==> config.mk <==
export PLATFORM = sky130hd
export DESIGN_NAME = load_mod_tx
export DESIGN_NICKNAME = d
export VERILOG_FILES = /design/src/rtl/iso14443a_pkg.sv /design/src/rtl/load_mod_tx.sv
export SDC_FILE = /design/constraint.sdc
export NUM_CORES = 1
export LEC_CHECK = 0
export ABC_AREA = 1
export CORE_MARGIN = 1.5
export CORE_UTILIZATION = 45
export CTS_BUF_LIST = sky130_fd_sc_hd__clkbuf_4
export CTS_CLUSTER_SIZE = 24
export DETAILED_ROUTE_END_ITERATION = 6
export DONT_BUFFER_PORTS = 1
export GPL_TIMING_DRIVEN = 0
export PLACE_DENSITY = 0.62
export SYNTH_ARGS = -nofsm -noshare
export SYNTH_HDL_FRONTEND = slang
export SYNTH_SLANG_ARGS = --single-unit
==> constraint.sdc <==
create_clock -name clk -period 2.6 [get_ports clk]
set_input_delay 0.13 -clock clk [delete_from_list [all_inputs] [get_ports clk]]
set_output_delay 0.13 -clock clk [all_outputs]
set_load 0.02 [all_outputs]
==> src/rtl/iso14443a_pkg.sv <==
// Shared ISO/IEC 14443-2 Type A types and constants for the PICC transmit path.
package iso14443a_pkg;

   typedef enum logic [1:0] {TX_IDLE, TX_SOC, TX_DATA, TX_EOC} tx_state_t;

   localparam int FC_TICKS_PER_BIT = 128;
   localparam int SUBCARRIER_DIV   = 16;

   // Manchester on-off keying: logic 1 modulates the first half, logic 0 the second.
   function automatic logic manchester_lm(input logic val, input logic half, input logic sc);
      if (val) return half ? 1'b0 : sc;
      else     return half ? sc : 1'b0;
   endfunction

endpackage

==> src/rtl/load_mod_tx.sv <==
// PICC load-modulation transmitter: SOC, data bits, EOC; lm_out high one tick after trigger accept.
// Bits are pulled one per bit period; in_ready/underrun are registered pulses on the last tick of a bit.
module load_mod_tx #(
   parameter int TICKS_PER_BIT  = iso14443a_pkg::FC_TICKS_PER_BIT,
   parameter int SUBCARRIER_DIV = iso14443a_pkg::SUBCARRIER_DIV
) (
   input  logic clk,
   input  logic rst,
   input  logic trigger,
   input  logic in_valid,
   input  logic in_data,
   input  logic in_last,
   output logic in_ready,
   output logic lm_out,
   output logic busy,
   output logic underrun
);
   import iso14443a_pkg::*;

   localparam int CW = $clog2(TICKS_PER_BIT);
   localparam int SW = $clog2(SUBCARRIER_DIV);
   localparam logic [CW-1:0] CNT_LAST = CW'(TICKS_PER_BIT - 1);
   localparam logic [CW-1:0] CNT_ASK  = CW'(TICKS_PER_BIT - 2);

   tx_state_t     state_q, state_d;
   logic [CW-1:0] cnt_q, cnt_d;
   logic          bit_q, bit_d;
   logic          last_q, last_d;
   logic          lm_out_q, lm_out_d;
   logic          busy_q, busy_d;
   logic          in_ready_q, in_ready_d;
   logic          underrun_q, underrun_d;
   logic          need_bit;
   logic          half_d, sc_d;

   always_comb begin
      state_d    = state_q;
      cnt_d      = cnt_q + 1'b1;
      bit_d      = bit_q;
      last_d     = last_q;
      in_ready_d = 1'b0;
      underrun_d = 1'b0;
      need_bit   = (state_q == TX_SOC) || ((state_q == TX_DATA) && !last_q);

      unique case (state_q)
         TX_IDLE: begin
            cnt_d = '0;
            if (trigger) begin
               if (in_valid) state_d = TX_SOC;
               else          underrun_d = 1'b1;
            end
         end
         TX_SOC, TX_DATA: begin
            // Decide one tick early so the registered in_ready lands on the last tick of the bit.
            if ((cnt_q == CNT_ASK) && need_bit) begin
               if (in_valid) in_ready_d = 1'b1;
               else          underrun_d = 1'b1;
            end
            if (cnt_q == CNT_LAST) begin
               if (in_ready_q) begin
                  bit_d   = in_data;
                  last_d  = in_last;
                  state_d = TX_DATA;
               end else begin
                  state_d = TX_EOC;
               end
            end
         end
         TX_EOC: begin
            if (cnt_q == CNT_LAST) state_d = TX_IDLE;
         end
         default: state_d = TX_IDLE;
      endcase

      half_d = cnt_d[CW-1];
      sc_d   = ~cnt_d[SW-1];
      unique case (state_d)
         TX_SOC:  lm_out_d = manchester_lm(1'b1, half_d, sc_d);
         TX_DATA: lm_out_d = manchester_lm(bit_d, half_d, sc_d);
         default: lm_out_d = 1'b0;
      endcase
      busy_d = (state_d != TX_IDLE);
   end

   always_ff @(posedge clk or posedge rst) begin
      if (rst) begin
         state_q    <= TX_IDLE;
         cnt_q      <= '0;
         bit_q      <= 1'b0;
         last_q     <= 1'b0;
         lm_out_q   <= 1'b0;
         busy_q     <= 1'b0;
         in_ready_q <= 1'b0;
         underrun_q <= 1'b0;
      end else begin
         state_q    <= state_d;
         cnt_q      <= cnt_d;
         bit_q      <= bit_d;
         last_q     <= last_d;
         lm_out_q   <= lm_out_d;
         busy_q     <= busy_d;
         in_ready_q <= in_ready_d;
         underrun_q <= underrun_d;
      end
   end

   assign lm_out   = lm_out_q;
   assign busy     = busy_q;
   assign in_ready = in_ready_q;
   assign underrun = underrun_q;

endmodule
After elaboration in Yosys (flattened, before gate mapping)
Cells that the tools add are included.

operators by class
  $add $sub $neg = 1
  equal/unequal tests = 7
  muxes and demuxes = 21
  bitwise gates (word level) = 1
  reduce and logical (&&, ||, !) cells = 8

operator list
  operator                                                          count
  7-bit == test (second input constant)                             2
  1-bit 2-to-1 mux                                                  13
  2-bit 2-to-1 mux                                                  4
  7-bit by 1-bit adder with 7-bit output (second input constant)    1
  7-bit 2-to-1 mux                                                  1
  2-bit == test (second input constant)                             3
  2-bit case mux with 3 select lines                                1
  2-bit by 1-bit == test with 1-bit output (second input constant)  2
  1-bit case mux with 2 select lines                                2
  3-bit AND reduction                                               1
  1-bit logical AND                                                 2
  2-bit logical NOT                                                 1
  2-bit nonzero test                                                1
  2-bit OR reduction                                                1
  1-bit logical NOT                                                 1
  1-bit logical OR                                                  1
  1-bit NOT                                                         1

word-level totals
  register bits = 15
  input port bits = 6
  output and inout port bits = 4
  word-level logic and storage cells = 46

Longest topological paths before layout
  word-level depth = 6
  depth in mapped cells = 14
  gate-level depth less buffers = 14

Worst setup path before layout
Ideal clock, no wire load.

  path kind = reg2reg
  from = register state_q[0]
  to = register lm_out_q, in the netlist lm_out
  setup time = 71 ps
  arrival time = 1738 ps
  required time = 2529 ps
  path slack = 791 ps
  stages on the path, launching flop included = 12
  buffers on the path = 0
  period minus slack after synthesis = 1809 ps
  cells stage by stage = dfrtp_1 > inv_1 > ha_1 > inv_1 > o22ai_1 > a31oi_1 > inv_1 > ha_1 > inv_1 > nor2_1 > nand2_1 > nor2_1

RTL lines
  what                                                                              line                text
  start, declared                                                                   load_mod_tx.sv:25   tx_state_t state_q, state_d;
  start signal, assigned                                                            load_mod_tx.sv:96   state_q <= state_d;
  2-bit by 1-bit == test with 1-bit output / 2-bit == test (equally long branches)  load_mod_tx.sv:45   unique case (state_q)
  2-bit OR reduction                                                                load_mod_tx.sv:45
  2-bit case mux with 3 select lines (*)                                            load_mod_tx.sv:45
  via state_d[1]                                                                    load_mod_tx.sv:25
  2-bit == test / 2-bit by 1-bit == test with 1-bit output (equally long branches)  load_mod_tx.sv:77   unique case (state_d)
  1-bit case mux with 2 select lines (*)                                            load_mod_tx.sv:77
  via lm_out_d                                                                      load_mod_tx.sv:29   logic lm_out_q, lm_out_d;
  end signal, assigned                                                              load_mod_tx.sv:100  lm_out_q <= lm_out_d;
  end, declared                                                                     load_mod_tx.sv:29

The timed path passes the listed nets; every way through them passes the cells marked *.
A chain may end at the register's enable or synchronous reset.

Final worst setup path
Ends and elaborated chain as after synthesis.

==> qor.yml <==
flow_run:
  maxCapViolCount: 0
clock_network:
  post_cts_buffers: 0
  clk_latency_ns: 0.29
  cts_max_level: 1
  clk_pin_slew_worst_paths_ns: 0.09
  cts.sinks: 15
  cts_resized: 0
  clk_path_buf_depth: 2
  cts_tree: "built"
  cts_buffers: 3
  cts_root_buf: "clkbuf_4"
  ctsHoldBuffers: 3
setup_path:
  worstSetupPathDepth: 11
  worst-setup-path-type: "flip-flop to flip-flop"
  end_kind: "flip-flop"
  arrival_ns: 2.33
  cp_slowest_cell: "dfrtp_1"
  critPathRequiredTime_ns: 2.82
  rrSetupSlack_ns: 0.49
  cp_num_buf_inv: 4
  cp-start-kind: "flip-flop"
  crit_chain: "inv_1 > ha_1 > inv_1 > o22ai_1 > a31oi_1 > inv_1 > ha_1 > inv_1 > nor2_1 > nand2_1 > nor2_1"
  crit_family: "adder cells"
  slowest_delay_ns: 0.41
  r2r_cells: 11
  cp_max_fo: 8
  crit_path_frequent_cell: "inv_1"
logic_synthesis:
  synth_warnings: 0
  syn_nets: 118
  synthTopCellsByArea: "dfrtp_1 43%, ha_1 14%, inv_1 7.8%"
  synthArstFlopShare_pct: 100
  yosys-top-cells-count: "18 x inv_1, 15 x dfrtp_1, 15 x nand2_1"
  ys_seq_area_share_pct: 43.4
  netlist_instances: 102
  synth_edf_count: 0
  synth_area_um2: 865
  ys_types: 16
  yosysMostFrequentCell: "inv_1"
  yosysTopAreaCell: "dfrtp_1"
  synth_flop_cell: "dfrtp_1"
  syn_avg_cell_area_um2: 8.48
  synth-seq-cells: 15
  post-synth-top-area-fraction_pct: 43.4
timing:
  fmax_mhz: 475
  slew_headroom_pct: 62.9
  rsz0062_at_grt: "false"
  fin_setup_tns_ns: 0
  setup_viol: 0
  slew_viol_final: 0
  hold_violations: 0
  skew_ns: 0.00242
  finalCritPeriodShare_pct: 81.0
  tightest_slew_ns: 0.555
  setup_ws_ns: 0.493
  period_needed_ns: 2.11
  whs_ns: 0.0143
routing:
  routed_wl_mm: 1.44
  drt_iter0_drc: 7
  ant_nets: 0
  drcViolationCount: 0
  drtPass1Iterations: 4
  dr_total_vias: 644
  drt-wirelength-per-cell_um: 10.7
  via_per_inst: 4.81
power_and_ir_drop:
  clkPwrFrac_pct: 19.2
  internal-power_uw: 420
  seqPwrFrac_pct: 48.6
  power_density_nw_per_um2: 734
  p_comb_share_pct: 32.2
  leakagePower_nw: 0.481
  switching_share_pct: 39.9
  power_switching_uw: 279
  ir_drop_mv: 0.498
  power.total_uw: 699
cells_and_area:
  nNetsFinal: 126
  diodes: 0
  seqCellArea_um2: 375
  utilization_pct: 54.0
  final_cells: 134
  drive_above_1_share_pct: 11.9
  multi_input_area_um2: 418
  num-fill-cells: 172
  areaGrowthSynthToFinish_pct: 10.3
  final_area_um2: 953
global_routing:
  met2_usage_pct: 22.7
  grtUsageTotal_pct: 16.7
  antenna_found_initial: 0
  grt_max_degree: 16
  busiest_layer: "met1"
  grt_pass1_vias: 578
  grtUsageMet1_pct: 23.9
  globalRouteOverflowTotal: 0
  grt_pass1_wl_mm: 2.49
  grtUsageMet3_pct: 3.85
place:
  dpl_cell_area_um2: 896
  post-dp-hpwl_mm: 1.11
  dp_worst_setup_slack_ns: 0.514
  gp_congestion: 0.767
  dp.cells: 127
  port_buffers: 0
die:
  core-area_um2: 1760
  dieArea_um2: 2190
  die_h_um: 46.8
  fp-row-count: 15
  dieWidth_um: 46.8
  start_util_pct: 49.0
  io_pins: 10
outcome:
  run_status: "complete, no violations"
min_path:
  whs_path_depth: 3
  min_path_type: "input port to flip-flop"
## sequential cells by signal (all words and copies together) (netlist names)
register / count
cnt_q: 7
state_q: 2
bit_q: 1
busy: 1
in_ready: 1
last_q: 1
lm_out: 1
underrun: 1
## metal layers
metal  wire (µm)  vias to the layer above
li1            -                      342
met1         744                      286
met2         598                       12
met4          39                        0
met5           0                        -
met3          56                        4
## power by group through the flow
stage          Combinational, mW  Sequential [mW]  Clock, mW
6_report                   0.225            0.340      0.135
5_1_grt                    0.265            0.349      0.151
4_1_cts                    0.230            0.340      0.140
3_5_place_dp               0.225            0.344          0
3_3_place_gp               0.221            0.343          0
2_1_floorplan              0.182            0.337          0
## area by class of cell
class                   count  share of cell area (%)
inverters                  19                    7.48
clock buffers               3                    2.36
well taps                  25                    3.28
multi-input cells          68                    43.8
repair buffers              3                    3.15
flip-flops and latches     15                    39.4
clock inverters             1                   0.525
## final timing paths
kind	from	end
worst max-delay path	state_q[0]$_DFF_PP0_	lm_out$_DFF_PP0_
worst min-delay path	in_valid	underrun$_DFF_PP0_
worst max register to register	state_q[0]$_DFF_PP0_	lm_out$_DFF_PP0_
worst min register to register	cnt_q[0]$_DFF_PP0_	cnt_q[0]$_DFF_PP0_
max in group asynchronous	rst	busy$_DFF_PP0_
min in group asynchronous	rst	cnt_q[2]$_DFF_PP0_
## tightest hold or removal path: cells and delay by family
kind	cells	cell delay, ns
simple gates	1	0.02
compound gates	2	0.12
## cell families after synthesis
logic type / after synthesis / synth area share [%]
AND/OR/NAND/NOR: 39 / 22.1
AO/OA/AOI/OAI: 19 / 11.7
buffers and inverters: 19 / 8.25
flip-flops: 15 / 43.4
adder cells (fa/ha/maj): 10 / 14.5
## cells in the final DEF, fill, tap and decap left out
| cell type | n |
|---|---|
| or3_4 | 1 |
| clkbuf_4 | 3 |
| a31oi_1 | 1 |
| ha_1 | 10 |
| a21oi_2 | 1 |
| clkinv_2 | 1 |
| nand3_2 | 1 |
| inv_2 | 1 |
| nor2_4 | 2 |
| nand3_1 | 7 |
| nor2_1 | 10 |
| nand2_1 | 15 |
| o21ai_0 | 6 |
| inv_1 | 18 |
| o22ai_1 | 1 |
| a21oi_1 | 10 |
| dfrtp_1 | 15 |
| dlygate4sd3_1 | 3 |
| nand2_2 | 3 |
Note: power is estimated with default switching activity, not from simulation.
